`src/rtl/uart_frame_rx.sv`:
```
// rtl/uart_frame_rx.sv - UART spike-link frame parser writing payload bytes into BRAM
module uart_frame_rx #(
  parameter int         PAYLOAD_LEN = 128,
  parameter int         ADDR_W      = 10,
  parameter logic [7:0] HDR0        = 8'hFA,
  parameter logic [7:0] HDR1        = 8'hF1,
  parameter int         TIMEOUT_CYC = 8191
) (
  input  logic              clk,
  input  logic              rst,
  input  logic [7:0]        rx_data,
  input  logic              rx_valid,
  output logic [ADDR_W-1:0] ram_addr,
  output logic [7:0]        ram_wdata,
  output logic              ram_we,
  output logic              frame_done,
  output logic              frame_err,
  output logic [7:0]        frame_cnt,
  output logic              busy
);

  localparam int IDLE_W = $clog2(TIMEOUT_CYC + 1);
  localparam int CNT_W  = $clog2(PAYLOAD_LEN + 1);

  typedef enum logic [2:0] {HUNT0, HUNT1, PAYLOAD, TAIL0, TAIL1} state_t;

  state_t            state_q, state_d;
  logic [ADDR_W-1:0] wptr_q, base_q;
  logic [CNT_W-1:0]  byte_cnt_q;
  logic [IDLE_W-1:0] idle_q;
  logic [ADDR_W-1:0] ram_addr_q;
  logic [7:0]        ram_wdata_q, frame_cnt_q;
  logic              ram_we_q, frame_done_q, frame_err_q, busy_q;

  logic timeout, last_byte, wr_byte, good_frame, abort_frame;

  // A byte arriving in the same cycle as the limit wins over the timeout.
  assign timeout     = (state_q != HUNT0) && !rx_valid && (idle_q == IDLE_W'(TIMEOUT_CYC));
  assign last_byte   = (byte_cnt_q == CNT_W'(PAYLOAD_LEN - 1));
  assign wr_byte     = rx_valid && (state_q == PAYLOAD);
  assign good_frame  = rx_valid && (state_q == TAIL1) && (rx_data == HDR0);
  // Silence in HUNT1 is not an error: nothing has been written yet.
  assign abort_frame = (timeout && (state_q != HUNT1)) ||
                       (rx_valid && (state_q == TAIL0) && (rx_data != HDR1)) ||
                       (rx_valid && (state_q == TAIL1) && (rx_data != HDR0));

  // Next-state decode; transitions happen only on a byte or on the idle timeout.
  always_comb begin
    state_d = state_q;
    if (timeout) begin
      state_d = HUNT0;
    end else if (rx_valid) begin
      case (state_q)
        HUNT0:   if (rx_data == HDR0) state_d = HUNT1;
        HUNT1: begin
          if (rx_data == HDR1)      state_d = PAYLOAD;
          else if (rx_data != HDR0) state_d = HUNT0;
        end
        PAYLOAD: if (last_byte) state_d = TAIL0;
        TAIL0: begin
          if (rx_data == HDR1)      state_d = TAIL1;
          else if (rx_data == HDR0) state_d = HUNT1;
          else                      state_d = HUNT0;
        end
        TAIL1:   state_d = HUNT0;
        default: state_d = HUNT0;
      endcase
    end
  end

  // Frame FSM with pointers, idle counter and all registered outputs.
  always_ff @(posedge clk) begin
    if (rst) begin
      state_q      <= HUNT0;
      wptr_q       <= '0;
      base_q       <= '0;
      byte_cnt_q   <= '0;
      idle_q       <= '0;
      ram_addr_q   <= '0;
      ram_wdata_q  <= '0;
      ram_we_q     <= 1'b0;
      frame_done_q <= 1'b0;
      frame_err_q  <= 1'b0;
      frame_cnt_q  <= '0;
      busy_q       <= 1'b0;
    end else begin
      state_q      <= state_d;
      busy_q       <= (state_d != HUNT0);
      ram_we_q     <= wr_byte;
      frame_done_q <= good_frame;
      frame_err_q  <= abort_frame;

      if (state_d == HUNT0 || rx_valid) idle_q <= '0;
      else                              idle_q <= idle_q + IDLE_W'(1);

      if (rx_valid && state_q == HUNT1 && rx_data == HDR1) byte_cnt_q <= '0;
      else if (wr_byte)                                    byte_cnt_q <= byte_cnt_q + CNT_W'(1);

      // ram_addr keeps the last written address after a rewind.
      if (wr_byte) begin
        ram_addr_q  <= wptr_q;
        ram_wdata_q <= rx_data;
        wptr_q      <= wptr_q + ADDR_W'(1);
      end else if (abort_frame) begin
        wptr_q      <= base_q;
      end

      if (good_frame) begin
        base_q      <= wptr_q;
        frame_cnt_q <= frame_cnt_q + 8'd1;
      end
    end
  end

  assign ram_addr   = ram_addr_q;
  assign ram_wdata  = ram_wdata_q;
  assign ram_we     = ram_we_q;
  assign frame_done = frame_done_q;
  assign frame_err  = frame_err_q;
  assign frame_cnt  = frame_cnt_q;
  assign busy       = busy_q;

endmodule
```
`config.mk`:
```
export PLATFORM = sky130hd
export DESIGN_NAME = uart_frame_rx
export DESIGN_NICKNAME = d
export VERILOG_FILES = /design/src/rtl/uart_frame_rx.sv
export SDC_FILE = /design/constraint.sdc
export NUM_CORES = 1
export LEC_CHECK = 0
export ABC_AREA = 1
export CAP_MARGIN = 10
export CORE_UTILIZATION = 55
export DETAILED_ROUTE_END_ITERATION = 7
export HOLD_SLACK_MARGIN = 0.05
export PLACE_DENSITY_LB_ADDON = 0.1
export REMOVE_ABC_BUFFERS = 1
export SLEW_MARGIN = 10
export SYNTH_ARGS = -nofsm -noshare
export SYNTH_HDL_FRONTEND = slang
export SYNTH_SLANG_ARGS = --single-unit
```
`constraint.sdc`:
```
create_clock -name clk -period 1.9 [get_ports clk]
set_input_delay 0.38 -clock clk [delete_from_list [all_inputs] [get_ports clk]]
set_output_delay 0.38 -clock clk [all_outputs]
set_load 0.02 [all_outputs]
```
==> metrics <==
clock buffer depth=2; Post-DRT Antenna Nets=0; Die Footprint=between 0.006 and 0.007 mm²; global-route usage over all layers=24.7%; Remaining Overflow, GRT=0; filler instances=508; cell chain of the critical path=clkdlybuf4s50_1; initial core utilization=between 50 and 60%; data arrival time of the critical path=1.39 ns; TritonCTS clock tree=done; worst slack on hold paths=0.426 ns; capture endpoint of the worst hold path=idle_q[0]; Synth Cell Area=approximately 0.0034 mm²; DR iter-0 viols=92; min Tclk post-route=1.77 ns; # resized after CTS=0; antenna fix cells=0; Post-Route WL=7.23 mm; vias=about 3,100; pin count of the biggest net entering global routing=28; Clock Skews=0.00797 ns; number of H-tree levels=3; Sink Count=74; IO buf count=40; crit-path leading delay family=buffers and inverters; Placeable Area=0.00589 mm²; leading cell types in the layout, fill and taps excluded=90 x sky130_fd_sc_hd__nand2_1, 73 x sky130_fd_sc_hd__dfxtp_1, 72 x sky130_fd_sc_hd__nor2_1; number of buffers inserted during clock tree synthesis=9; CTS Hold Buffers Added=0; yosys synthesis warning count=0; die extent in y=80.1 µm; cells after synthesis=463; run status=finished, final reports clean; accumulated negative setup slack=0 ns; number of slew-limit violations in the final report=0; class of the most critical hold timing path=reg -> reg; Rel. slew slack=80.2%; Clk pin slew, worst setup/hold paths=0.08 ns; largest vdd supply drop=0.682 mV; static power due to leakage=1.73 nW; post-DR vias/cell=5.11; Crit path buffers/inverters=1; Routed WL per cell=around 12 µm; fraction of final layout cells sized beyond drive strength 1=between 10% and 20%; depth of the worst register-to-register path=12; register area share after synthesis=44.2%; source-to-sink clock delay at the later pin of the worst-skew pair=0.35 ns; CP startpoint kind=flip-flop; cell depth of the worst min-delay path=1; half-perimeter wire length of the detailed placement result=5.18 mm; register-to-register setup slack=0.19 ns; maxcap violations=0; first-pass GRT wire length=12.2 mm; final-report hold violation count=0; most common cell after layout, fill and taps aside=sky130_fd_sc_hd__nand2_1; Clock Tree Root=sky130_fd_sc_hd__clkbuf_8; synthesized flop and latch total=74; max frequency=roughly 570 MHz; Final GP Congestion=0.817; area growth from synthesis to layout=25.5%; post-CTS setup buffer count=0; Req. time, crit path=1.52 ns; net count reported at finish=544; Row Count=28; period utilization=92.9%; launch instance of the worst min-delay path=idle_q[0]; Horiz. Die Dim=80.1 µm; post-synthesis average cell area=7.24 µm²; io pins=between 40 and 50; final number of setup-violating endpoints=0; via count of the first global-routing pass=between 2,000 and 3,000; cell at the slowest stage of the critical path=sky130_fd_sc_hd__clkdlybuf4s50_1; transition time at the pin with the least slew margin=0.297 ns; Synth cell types=34; start of the worst register-to-register path=idle_q[0]; router iterations before antenna repair=4; number of antenna violations at the first check in global routing=0; Power per Cell Area=654 mW/mm²; maximum fanout along the worst path=5; critical path class=reg -> out; sort of element at the end of the critical path=output port; Max stage delay on crit path=0.63 ns; capture instance of the worst register-to-register path=idle_q[0]; residual DRC count=0
==> synthesized netlist by cell type <==
cell type	number	area, µm²
sky130_fd_sc_hd__a211oi_1	2	15.0
sky130_fd_sc_hd__a21oi_1	34	170
sky130_fd_sc_hd__a22oi_1	1	7.51
sky130_fd_sc_hd__and3_1	2	12.5
sky130_fd_sc_hd__buf_1	2	7.51
sky130_fd_sc_hd__buf_12	1	20.0
sky130_fd_sc_hd__buf_2	7	35.0
sky130_fd_sc_hd__buf_4	3	22.5
sky130_fd_sc_hd__buf_6	1	11.3
sky130_fd_sc_hd__clkbuf_1	3	11.3
sky130_fd_sc_hd__dfxtp_1	74	1480
sky130_fd_sc_hd__ha_1	4	50.1
sky130_fd_sc_hd__inv_1	44	165
sky130_fd_sc_hd__inv_2	6	22.5
sky130_fd_sc_hd__nand2_1	90	338
sky130_fd_sc_hd__nand2_2	2	12.5
sky130_fd_sc_hd__nand2_4	1	11.3
sky130_fd_sc_hd__nand3_1	29	145
sky130_fd_sc_hd__nand3_2	1	10.0
sky130_fd_sc_hd__nand4_1	10	62.6
sky130_fd_sc_hd__nand4_2	1	12.5
sky130_fd_sc_hd__nor2_1	72	270
sky130_fd_sc_hd__nor2_2	16	100
sky130_fd_sc_hd__nor2_4	1	11.3
sky130_fd_sc_hd__nor3_1	4	20.0
sky130_fd_sc_hd__nor3b_1	1	7.51
sky130_fd_sc_hd__o211a_1	1	10.0
sky130_fd_sc_hd__o21a_1	3	22.5
sky130_fd_sc_hd__o21ai_0	31	155
sky130_fd_sc_hd__o21ai_1	1	5.00
sky130_fd_sc_hd__or2_0	1	6.26
sky130_fd_sc_hd__or2_2	1	6.26
sky130_fd_sc_hd__xnor2_1	5	43.8
sky130_fd_sc_hd__xor2_1	8	70.1
==> state kept, by name, indices dropped and copies added, names as in the netlist, 3 cells and up <==
name	flops
base_q	10
byte_cnt_q	8
frame_cnt	8
idle_q	13
ram_addr	10
ram_wdata	8
state_q	3
wptr_q	10
==> cell families (layout without fill, tap and decap cells) <==
kind of cell / after synthesis / after routing / share of synthesized area (%)
flip-flops: 74 / 74 / 44.2
buffers and inverters: 67 / 137 / 8.81
AND/OR/NAND/NOR: 232 / 233 / 30.6
XOR/XNOR: 13 / 13 / 3.40
AO/OA/AOI/OAI: 73 / 73 / 11.5
adder cells (fa/ha/maj): 4 / 4 / 1.49
==> worst max-delay path by stage <==
stage                             from           end  slack (ns)  cells after the start
final                     frame_cnt[3]  frame_cnt[3]        0.13                      1
after floorplan             state_q[2]     wptr_q[9]       -0.52                     10
after CTS                 frame_cnt[4]  frame_cnt[4]        0.11                      1
after detailed placement      rx_valid     wptr_q[9]       -0.13                     10
after global routing         idle_q[0]     idle_q[0]       -0.01                     12
after global placement        rx_valid     idle_q[0]        -0.1                     11
==> through the flow <==
| step | instances | setup WS [ns] | util (%) | power (mW) | instance area [µm²] |
|---|---|---|---|---|---|
| floorplan | 446 | -0.519 | - | 1.63 | 3240 |
| global placement | 592 | -0.0990 | 67.9 | 1.69 | 4000 |
| detailed placement | 592 | -0.133 | 67.9 | 1.70 | 4000 |
| CTS | 608 | 0.115 | 71.0 | 2.78 | 4180 |
| global route | 609 | -0.00985 | 71.4 | 2.86 | 4210 |
| finish | 609 | 0.135 | 71.4 | 2.75 | 4210 |
==> metal layers <==
metal	global-route usage [%]	share of wire (%)	up-vias
li1	-	-	1616
met5	0	0	-
met1	26.4	45	1442
met3	6.59	3.2	11
met2	46.2	50	42
met4	8.75	1.6	0
==> power by group <==
group	total [mW]	internal (mW)	switching, mW
clock	1.09	0.505	0.580
sequential	1.55	1.55	0.00215
combinational	0.110	0.0503	0.0600
==> area by class of cell <==
cell class,instances,area [µm²],area share (%)
clock buffers,10,138,3.27
flip-flops and latches,74,1480,35.3
inverters,50,188,4.46
repair buffers,71,658,15.7
multi-input cells,323,1600,38.1
clock inverters,6,42.5,1.01
well taps,75,93.8,2.23
(Power assumes the default switching activity.)
